## src/rtl/acia_sequencer.sv

```systemverilog
// -----------------------------------------------------------------------------
// acia_sequencer
//
// Bus-master controller for a 6850-style ACIA register port. After reset it
// master-resets and configures the ACIA. It then polls the status register in
// a loop. Received bytes are drained into a valid/ready stream. The ACIA
// transmitter is shared between two byte-stream requesters with round-robin
// arbitration. A control-register rewrite can be requested at any time and
// takes precedence over RX/TX service.
//
// Ports
//   clk, rst_n                 clock, asynchronous active-low reset
//   acia_cs/we/rs/din          ACIA register port strobe, direction, select, write data
//   acia_dout                  ACIA read data, valid the cycle after a read strobe
//   tx0_* / tx1_*              requester byte streams (valid/data in, 1-cycle ack out)
//   rx_valid/rx_data/rx_ready  received-byte stream towards the consumer
//   cfg_req/cfg_data/cfg_ack   control-register rewrite request
//   err_cnt                    saturating count of polls that reported rx_err (bit 4)
//   ready                      high once the init sequence has completed
// -----------------------------------------------------------------------------
module acia_sequencer #(
    parameter logic [7:0] CTRL_INIT = 8'h14,
    parameter int         ERRW      = 8
) (
    input  logic            clk,
    input  logic            rst_n,
    output logic            acia_cs,
    output logic            acia_we,
    output logic            acia_rs,
    output logic [7:0]      acia_din,
    input  logic [7:0]      acia_dout,
    input  logic            tx0_valid,
    input  logic [7:0]      tx0_data,
    output logic            tx0_ack,
    input  logic            tx1_valid,
    input  logic [7:0]      tx1_data,
    output logic            tx1_ack,
    output logic            rx_valid,
    output logic [7:0]      rx_data,
    input  logic            rx_ready,
    input  logic            cfg_req,
    input  logic [7:0]      cfg_data,
    output logic            cfg_ack,
    output logic [ERRW-1:0] err_cnt,
    output logic            ready
);

    localparam logic [3:0] S_MRST   = 4'd0;
    localparam logic [3:0] S_CFG    = 4'd1;
    localparam logic [3:0] S_IDLE   = 4'd2;
    localparam logic [3:0] S_RCFG   = 4'd3;
    localparam logic [3:0] S_POLL   = 4'd4;
    localparam logic [3:0] S_PWAIT  = 4'd5;
    localparam logic [3:0] S_RXRD   = 4'd6;
    localparam logic [3:0] S_RXWAIT = 4'd7;
    localparam logic [3:0] S_TXWR   = 4'd8;
    localparam logic [3:0] S_TXGAP  = 4'd9;

    localparam logic [7:0]      ACIA_MRST = 8'h03;
    localparam logic [ERRW-1:0] ERR_ONE   = {{(ERRW-1){1'b0}}, 1'b1};

    logic [3:0]      state_q,    state_d;
    logic            armed_q,    armed_d;
    logic            ready_q,    ready_d;
    logic            rr_q,       rr_d;
    logic            grant_q,    grant_d;
    logic            both_q,     both_d;
    logic            rx_valid_q, rx_valid_d;
    logic [7:0]      rx_data_q,  rx_data_d;
    logic [ERRW-1:0] err_cnt_q,  err_cnt_d;

    // The bus strobes are decoded from the state, so the reset state MRST
    // would drive a write while rst_n is still low. armed_q holds MRST off
    // for the first cycle after release, which keeps every output at 0 in reset.

    // NOTE: every signal assigned in this block gets a default at the top. A
    // path that leaves one unassigned would infer a latch.
    always_comb begin
        state_d    = state_q;
        armed_d    = 1'b1;
        ready_d    = ready_q;
        rr_d       = rr_q;
        grant_d    = grant_q;
        both_d     = both_q;
        rx_valid_d = rx_valid_q & ~rx_ready;
        rx_data_d  = rx_data_q;
        err_cnt_d  = err_cnt_q;
        acia_cs    = 1'b0;
        acia_we    = 1'b0;
        acia_rs    = 1'b0;
        acia_din   = 8'h00;
        tx0_ack    = 1'b0;
        tx1_ack    = 1'b0;
        cfg_ack    = 1'b0;

        case (state_q)
            S_MRST: begin
                if (armed_q) begin
                    acia_cs  = 1'b1;
                    acia_we  = 1'b1;
                    acia_din = ACIA_MRST;
                    state_d  = S_CFG;
                end
            end
            S_CFG: begin
                acia_cs  = 1'b1;
                acia_we  = 1'b1;
                acia_din = CTRL_INIT;
                ready_d  = 1'b1;
                state_d  = S_IDLE;
            end
            S_IDLE: begin
                state_d = cfg_req ? S_RCFG : S_POLL;
            end
            S_RCFG: begin
                acia_cs  = 1'b1;
                acia_we  = 1'b1;
                acia_din = cfg_data;
                cfg_ack  = 1'b1;
                state_d  = S_IDLE;
            end
            S_POLL: begin
                acia_cs = 1'b1;
                state_d = S_PWAIT;
            end
            S_PWAIT: begin
                if (acia_dout[4] && (err_cnt_q != '1)) begin
                    err_cnt_d = err_cnt_q + ERR_ONE;
                end
                // A byte still held in rx_data blocks the ACIA read, so
                // consumer back-pressure shows up as an ACIA overrun.
                if (acia_dout[0] && !rx_valid_q) begin
                    state_d = S_RXRD;
                end else if (acia_dout[1] && (tx0_valid || tx1_valid)) begin
                    both_d  = tx0_valid & tx1_valid;
                    grant_d = (tx0_valid & tx1_valid) ? rr_q : tx1_valid;
                    state_d = S_TXWR;
                end else begin
                    state_d = S_IDLE;
                end
            end
            S_RXRD: begin
                acia_cs = 1'b1;
                acia_rs = 1'b1;
                state_d = S_RXWAIT;
            end
            S_RXWAIT: begin
                rx_data_d  = acia_dout;
                rx_valid_d = 1'b1;
                state_d    = S_IDLE;
            end
            S_TXWR: begin
                acia_cs  = 1'b1;
                acia_we  = 1'b1;
                acia_rs  = 1'b1;
                acia_din = grant_q ? tx1_data : tx0_data;
                tx0_ack  = ~grant_q;
                tx1_ack  = grant_q;
                // The pointer only moves when there was real contention.
                if (both_q) begin
                    rr_d = ~grant_q;
                end
                state_d = S_TXGAP;
            end
            S_TXGAP: begin
                state_d = S_IDLE;
            end
            default: begin
                state_d = S_MRST;
            end
        endcase
    end

    // NOTE: state registers use non-blocking assignments so that every flop
    // samples the values from before this edge, whatever the block order is.
    always_ff @(posedge clk or negedge rst_n) begin
        if (!rst_n) begin
            state_q    <= S_MRST;
            armed_q    <= 1'b0;
            ready_q    <= 1'b0;
            rr_q       <= 1'b0;
            grant_q    <= 1'b0;
            both_q     <= 1'b0;
            rx_valid_q <= 1'b0;
            rx_data_q  <= 8'h00;
            err_cnt_q  <= '0;
        end else begin
            state_q    <= state_d;
            armed_q    <= armed_d;
            ready_q    <= ready_d;
            rr_q       <= rr_d;
            grant_q    <= grant_d;
            both_q     <= both_d;
            rx_valid_q <= rx_valid_d;
            rx_data_q  <= rx_data_d;
            err_cnt_q  <= err_cnt_d;
        end
    end

    assign rx_valid = rx_valid_q;
    assign rx_data  = rx_data_q;
    assign err_cnt  = err_cnt_q;
    assign ready    = ready_q;

endmodule

```

## config.mk

```make
export PLATFORM = sky130hd
export DESIGN_NAME = acia_sequencer
export DESIGN_NICKNAME = d
export VERILOG_FILES = /design/src/rtl/acia_sequencer.sv
export SDC_FILE = /design/constraint.sdc
export NUM_CORES = 1
export LEC_CHECK = 0
export BUFFER_PORTS_ARGS = -buffer_cell sky130_fd_sc_hd__buf_2
export CELL_PAD_IN_SITES_DETAIL_PLACEMENT = 0
export CELL_PAD_IN_SITES_GLOBAL_PLACEMENT = 1
export CORE_AREA = 2 2 67 69
export CTS_CLUSTER_SIZE = 10
export DETAILED_ROUTE_END_ITERATION = 10
export DIE_AREA = 0 0 69 71
export PLACE_DENSITY_LB_ADDON = 0.1
export SYNTH_ARGS = -nofsm -noshare
export SYNTH_HDL_FRONTEND = slang
export SYNTH_SLANG_ARGS = --single-unit
export TNS_END_PERCENT = 10
```

## constraint.sdc

```tcl
create_clock -name clk -period 3.65 [get_ports clk]
set_clock_uncertainty 0.2 [all_clocks]
set_input_delay 0.73 -clock clk [delete_from_list [all_inputs] [get_ports clk]]
set_output_delay 0.73 -clock clk [all_outputs]
set_load 0.03 [all_outputs]
```

-- Word level (Yosys, flattened, before mapping)
Index checks and enable logic that the tools add are counted.
- reduce and logical (&&, ||, !) cells: 13
- equal/unequal tests: 11
- bitwise logic cells: 5
- multiplexer cells: 17
- $add $sub $neg: 1
- operator list (kind ; count):
    one-hot mux 8 bit (4 select lines) ; 1
    one-hot mux 4 bit (7 select lines) ; 1
    equality test 4 x 3 -> 1 bit, second input constant ; 4
    2-to-1 mux 4 bit ; 3
    adder 8 x 1 -> 8 bit, second input constant ; 1
    equality test 4 x 2 -> 1 bit, second input constant ; 2
    equality test 4 bit, second input constant ; 2
    2-to-1 mux 8 bit ; 1
    != test 8 bit, second input constant ; 1
    2-to-1 mux 1 bit ; 7
    OR reduction 5 bit ; 1
    equality test 4 x 1 -> 1 bit, second input constant ; 1
    logical NOT 4 bit ; 1
    one-hot mux 1 bit (2 select lines) ; 2
    AND reduction 2 bit ; 2
    OR reduction 4 bit ; 1
    logical AND 1 bit ; 3
    2-to-1 mux 3 bit ; 1
    inverter 1 bit ; 3
    AND reduction 3 bit ; 1
    OR reduction 3 bit ; 1
    bitwise AND 1 bit ; 2
    2-to-1 mux 2 bit ; 1
    != test 2 bit, second input constant ; 1
    3 further kinds ; 3
- word-level logic and storage cells: 56
- register bits after elaboration: 26
- input bits: 38
- output and inout bits: 32

-- Longest topological paths before layout
- depth in word-level cells: 5
- gate-level depth with buffers: 6
- mapped depth without buffers: 5

-- Worst setup path before layout
OpenSTA, ideal clock, no wires.
- kind: flip-flop to output port
- start: reg state_q[1]
- end: out acia_din[3]
- arrival: 1.671 ns
- cell stages (with the launch flop): 6
- path buffers: 2
- slack: 1.049 ns
- data required time: 2.720 ns
- cell sequence: dfrtp_1 -> buf_6 -> nor3b_2 -> nand2b_1 -> clkbuf_1 -> o21ai_0
- cells in the longest elaborated chain, start to end: 2
- elaborated cells on any way between the ends: 5
- those cells by class: eq/ne: 3; mux: 1; reduce/logical: 1
- ends and longest elaborated chain (what ; line ; text):
    from (decl) ; 62 ; logic [3:0] state_q, state_d;
    from (signal assigned) ; 188 ; state_q <= state_d;
    equality test 4 bit, or another cell as far along ; 96 ; case (state_q)
    one-hot mux 8 bit (4 select lines) (*) ; 96 ;
    to (decl) ; 30 ; output logic [7:0] acia_din,
Mark *: on every way between the ends. The rest lies on a longest branch, timed or not.

-- Final worst setup path
- start: reg state_q[3]
- end: out acia_din[7]
The elaborated chain is that of the path after synthesis.

==> impl_metrics.csv <==
group,metric,value,unit
status,status,"finished clean",
detailed_routing,wl,3370,um
grt,antenna_found_initial,0,
timing,final_max_slew_viol_count,0,
cells_and_area,multi_input_area,754,sq um
cells_and_area,stdcell_count,257,
detailed_routing,vias,1277,
grt,overflow,0,
power,swShare,0.476,
timing,finalHoldViolations,0,
power,p_per_area,758,nW/um^2
synth,async_flop_share,1.00,
synth,synth_common_cells,"dfrtp_1, nor2_1, o21ai_0",
detailed_routing,vias_per_cell,4.97,
synth,yosysTopAreaCell,"dfrtp_1",
power,p_int,747,uW
clock_network,cts.clk_slew.worst_paths,0.08,ns
power,power.switching,678,uW
power,p_leak,0.963,nW
grt,grt_pass1_vias,1278,
place,place_area,1840,sq um
clock_network,cts.sinks,26,
floorplan,core_area,4200,sq um
detailed_routing,drtAntennaViolNets,0,
place,port_buffers,69,
detailed_routing,drt_iter0_markers,62,
detailed_routing,dr.pass1.iters,4,
power,seq_power_share,0.374,
clock_network,cts_buffer_depth,2,
worst_setup_path,worstPathRequired,2.72,ns
power,peakVddDrop,0.000319,V
worst_setup_path,cp_max_fo,14,
worst_setup_path,crit_type,"reg2out",
worst_setup_path,crit_arrival,1.90,ns
cells_and_area,fin_util,0.447,
grt,grt_max_degree,27,
floorplan,rows,24,
synth,syn_area,1470,sq um
floorplan,ios,70,
floorplan,die_y,71,um
timing,whs,0.248,ns
clock_network,cts_setup_buffers,0,
timing,clock.fmax,0.353,GHz
detailed_routing,drc_errors,0,
cells_and_area,antenna_cells,0,
synth,synthCells,141,
worst_setup_path,endpoint_kind,"output pin",
clock_network,cts_buffers,3,
clock_network,post_cts_resize_count,0,
worst_setup_path,r2r_cells,5,
synth,post-synth-top-count-cell,"dfrtp_1",
synth,ys_seq_area_frac,0.442,
cells_and_area,drive_gt1_frac,0.439,
detailed_routing,wire_per_inst,13.1,um
worst_setup_path,startpoint,"state_q[3]",
synth,synth-edff-count,0,
synth,synth_warnings,0,
synth,ys_ff_latch,26,
cells_and_area,final_cell_area,1880,sq um
worst_setup_path,cp-start-kind,"flop",
synth,synth_top_cell_area_share,0.442,
synth,synth.distinct_cells,43,
power,power_frac_clock,0.110,
cells_and_area,register_area,651,sq um
floorplan,die_area,4900,sq um
timing,min_period,2.83,ns
synth,synth_nets,180,
cells_and_area,num-fill-cells,445,
clock_network,clk_latency,0.26,ns
synth,synth.area.top_cells,"dfrtp_1, mux2_2, mux2i_1, o21ai_0, nor2_1",
worst_setup_path,reg2reg_from,"err_cnt[0]",
hold_path,hold_path_class,"in2async",
timing,relSlewSlack,0.618,
floorplan,start_util,0.350,
timing,finalCritPeriodShare,0.775,
grt,track_usage,0.143,
grt,grt_pass1_wl,5830,um
timing,setup_viol,0,
timing,worst_pin_slew,0.573,ns
timing,tns,0,ns
cells_and_area,fin_nets,246,
place,dpl.cell_count,254,
synth,ys.flop_type,"dfrtp_1",
synth,syn_avg_cell_area,10.4,sq um
floorplan,fp.dieW,69,um
clock_network,htreeDepth,1,
cells_and_area,syn2layout_area_growth,27.6,%
place,hpwlAfterDp,2600,um
run,max-cap-violations,0,
clock_network,cts_hold_buffers,0,
place,gp_congestion,0.758,
timing,rsz0062_at_grt,"no",
clock_network,root_buffer,"clkbuf_8",
power,combPwrFrac,0.516,
clock_network,cts_tree,"built",
metrics by stage:
| step | total power, mW | setup slack, ns |
|---|---|---|
| global placement | 1.27 | 1.21 |
| floorplan | 1.09 | 1.05 |
| detailed placement | 1.28 | 1.15 |
| CTS | 1.45 | 0.841 |
| finish | 1.43 | 0.820 |
| global route | 1.54 | 0.639 |
cells in the final DEF (no fill, tap or decap), types with 3 or more instances in the layout:
| cell | instances |
|---|---|
| xnor2_1 | 3 |
| nor2_1 | 13 |
| and3_1 | 5 |
| dfrtp_1 | 26 |
| nand2_1 | 9 |
| mux2i_1 | 8 |
| buf_2 | 69 |
| inv_1 | 6 |
| a31oi_1 | 3 |
| o21ai_0 | 12 |
| a21oi_1 | 5 |
| xor2_1 | 3 |
| mux2_2 | 10 |
| clkbuf_8 | 3 |
routing by layer:
layer | track usage | wire length, um | share of wire | vias up
met5 | 0 | 0 | 0 | -
met4 | 0.0392 | 27 | 0.0080 | 0
met3 | 0.0328 | 222 | 0.066 | 4
met2 | 0.241 | 1600 | 0.47 | 49
met1 | 0.185 | 1520 | 0.45 | 598
li1 | - | - | - | 626
logic make-up after synthesis:
family | count (synthesis) | share of synthesized area
AND/OR/NAND/NOR | 41 | 0.173
AO/OA/AOI/OAI | 33 | 0.151
flip-flops | 26 | 0.442
multiplexers | 19 | 0.141
adder cells (fa/ha/maj) | 1 | 0.00849
XOR/XNOR | 6 | 0.0357
other | 1 | 0.00255
buffers and inverters | 14 | 0.0459
final timing paths:
check / to / slack [ns]
min in group clk: ready / 0.28
hold reg to reg: ready / 0.28
hold / removal: err_cnt[3] / 0.25
setup / recovery: acia_din[7] / 0.82
setup reg to reg: err_cnt[5] / 1.81
max in group asynchronous: grant_q / 2.61
worst max-delay path: stages, from the launching register on:
cell      delay, ns
dfrtp_1        0.60
nor3b_2        0.31
nand2b_1       0.25
o21ai_0        0.24
buf_2          0.23
power by group through the flow:
| stage | Clock (mW) | Sequential, mW | Combinational [mW] |
|---|---|---|---|
| global route | 0.180 | 0.560 | 0.802 |
| CTS | 0.166 | 0.536 | 0.745 |
| finish | 0.157 | 0.534 | 0.735 |
| global placement | 0 | 0.532 | 0.733 |
| floorplan | 0 | 0.599 | 0.493 |
| detailed placement | 0 | 0.541 | 0.743 |
state kept, by name (all words and copies together) (netlist names):
signal and cells:
err_cnt 8, rx_data 8, state_q 4, armed_q 1
both_q 1, grant_q 1, ready 1, rr_q 1
rx_valid 1
final cells by class:
| cell class | count | share of cell area |
|---|---|---|
| Clock buffer | 3 | 0.0220 |
| Inverter | 6 | 0.0120 |
| Sequential cell | 26 | 0.346 |
| Tap cell | 52 | 0.0346 |
| Timing Repair Buffer | 69 | 0.184 |
| Multi-Input combinational cell | 101 | 0.401 |
Note: power is estimated with default switching activity, not from simulation.
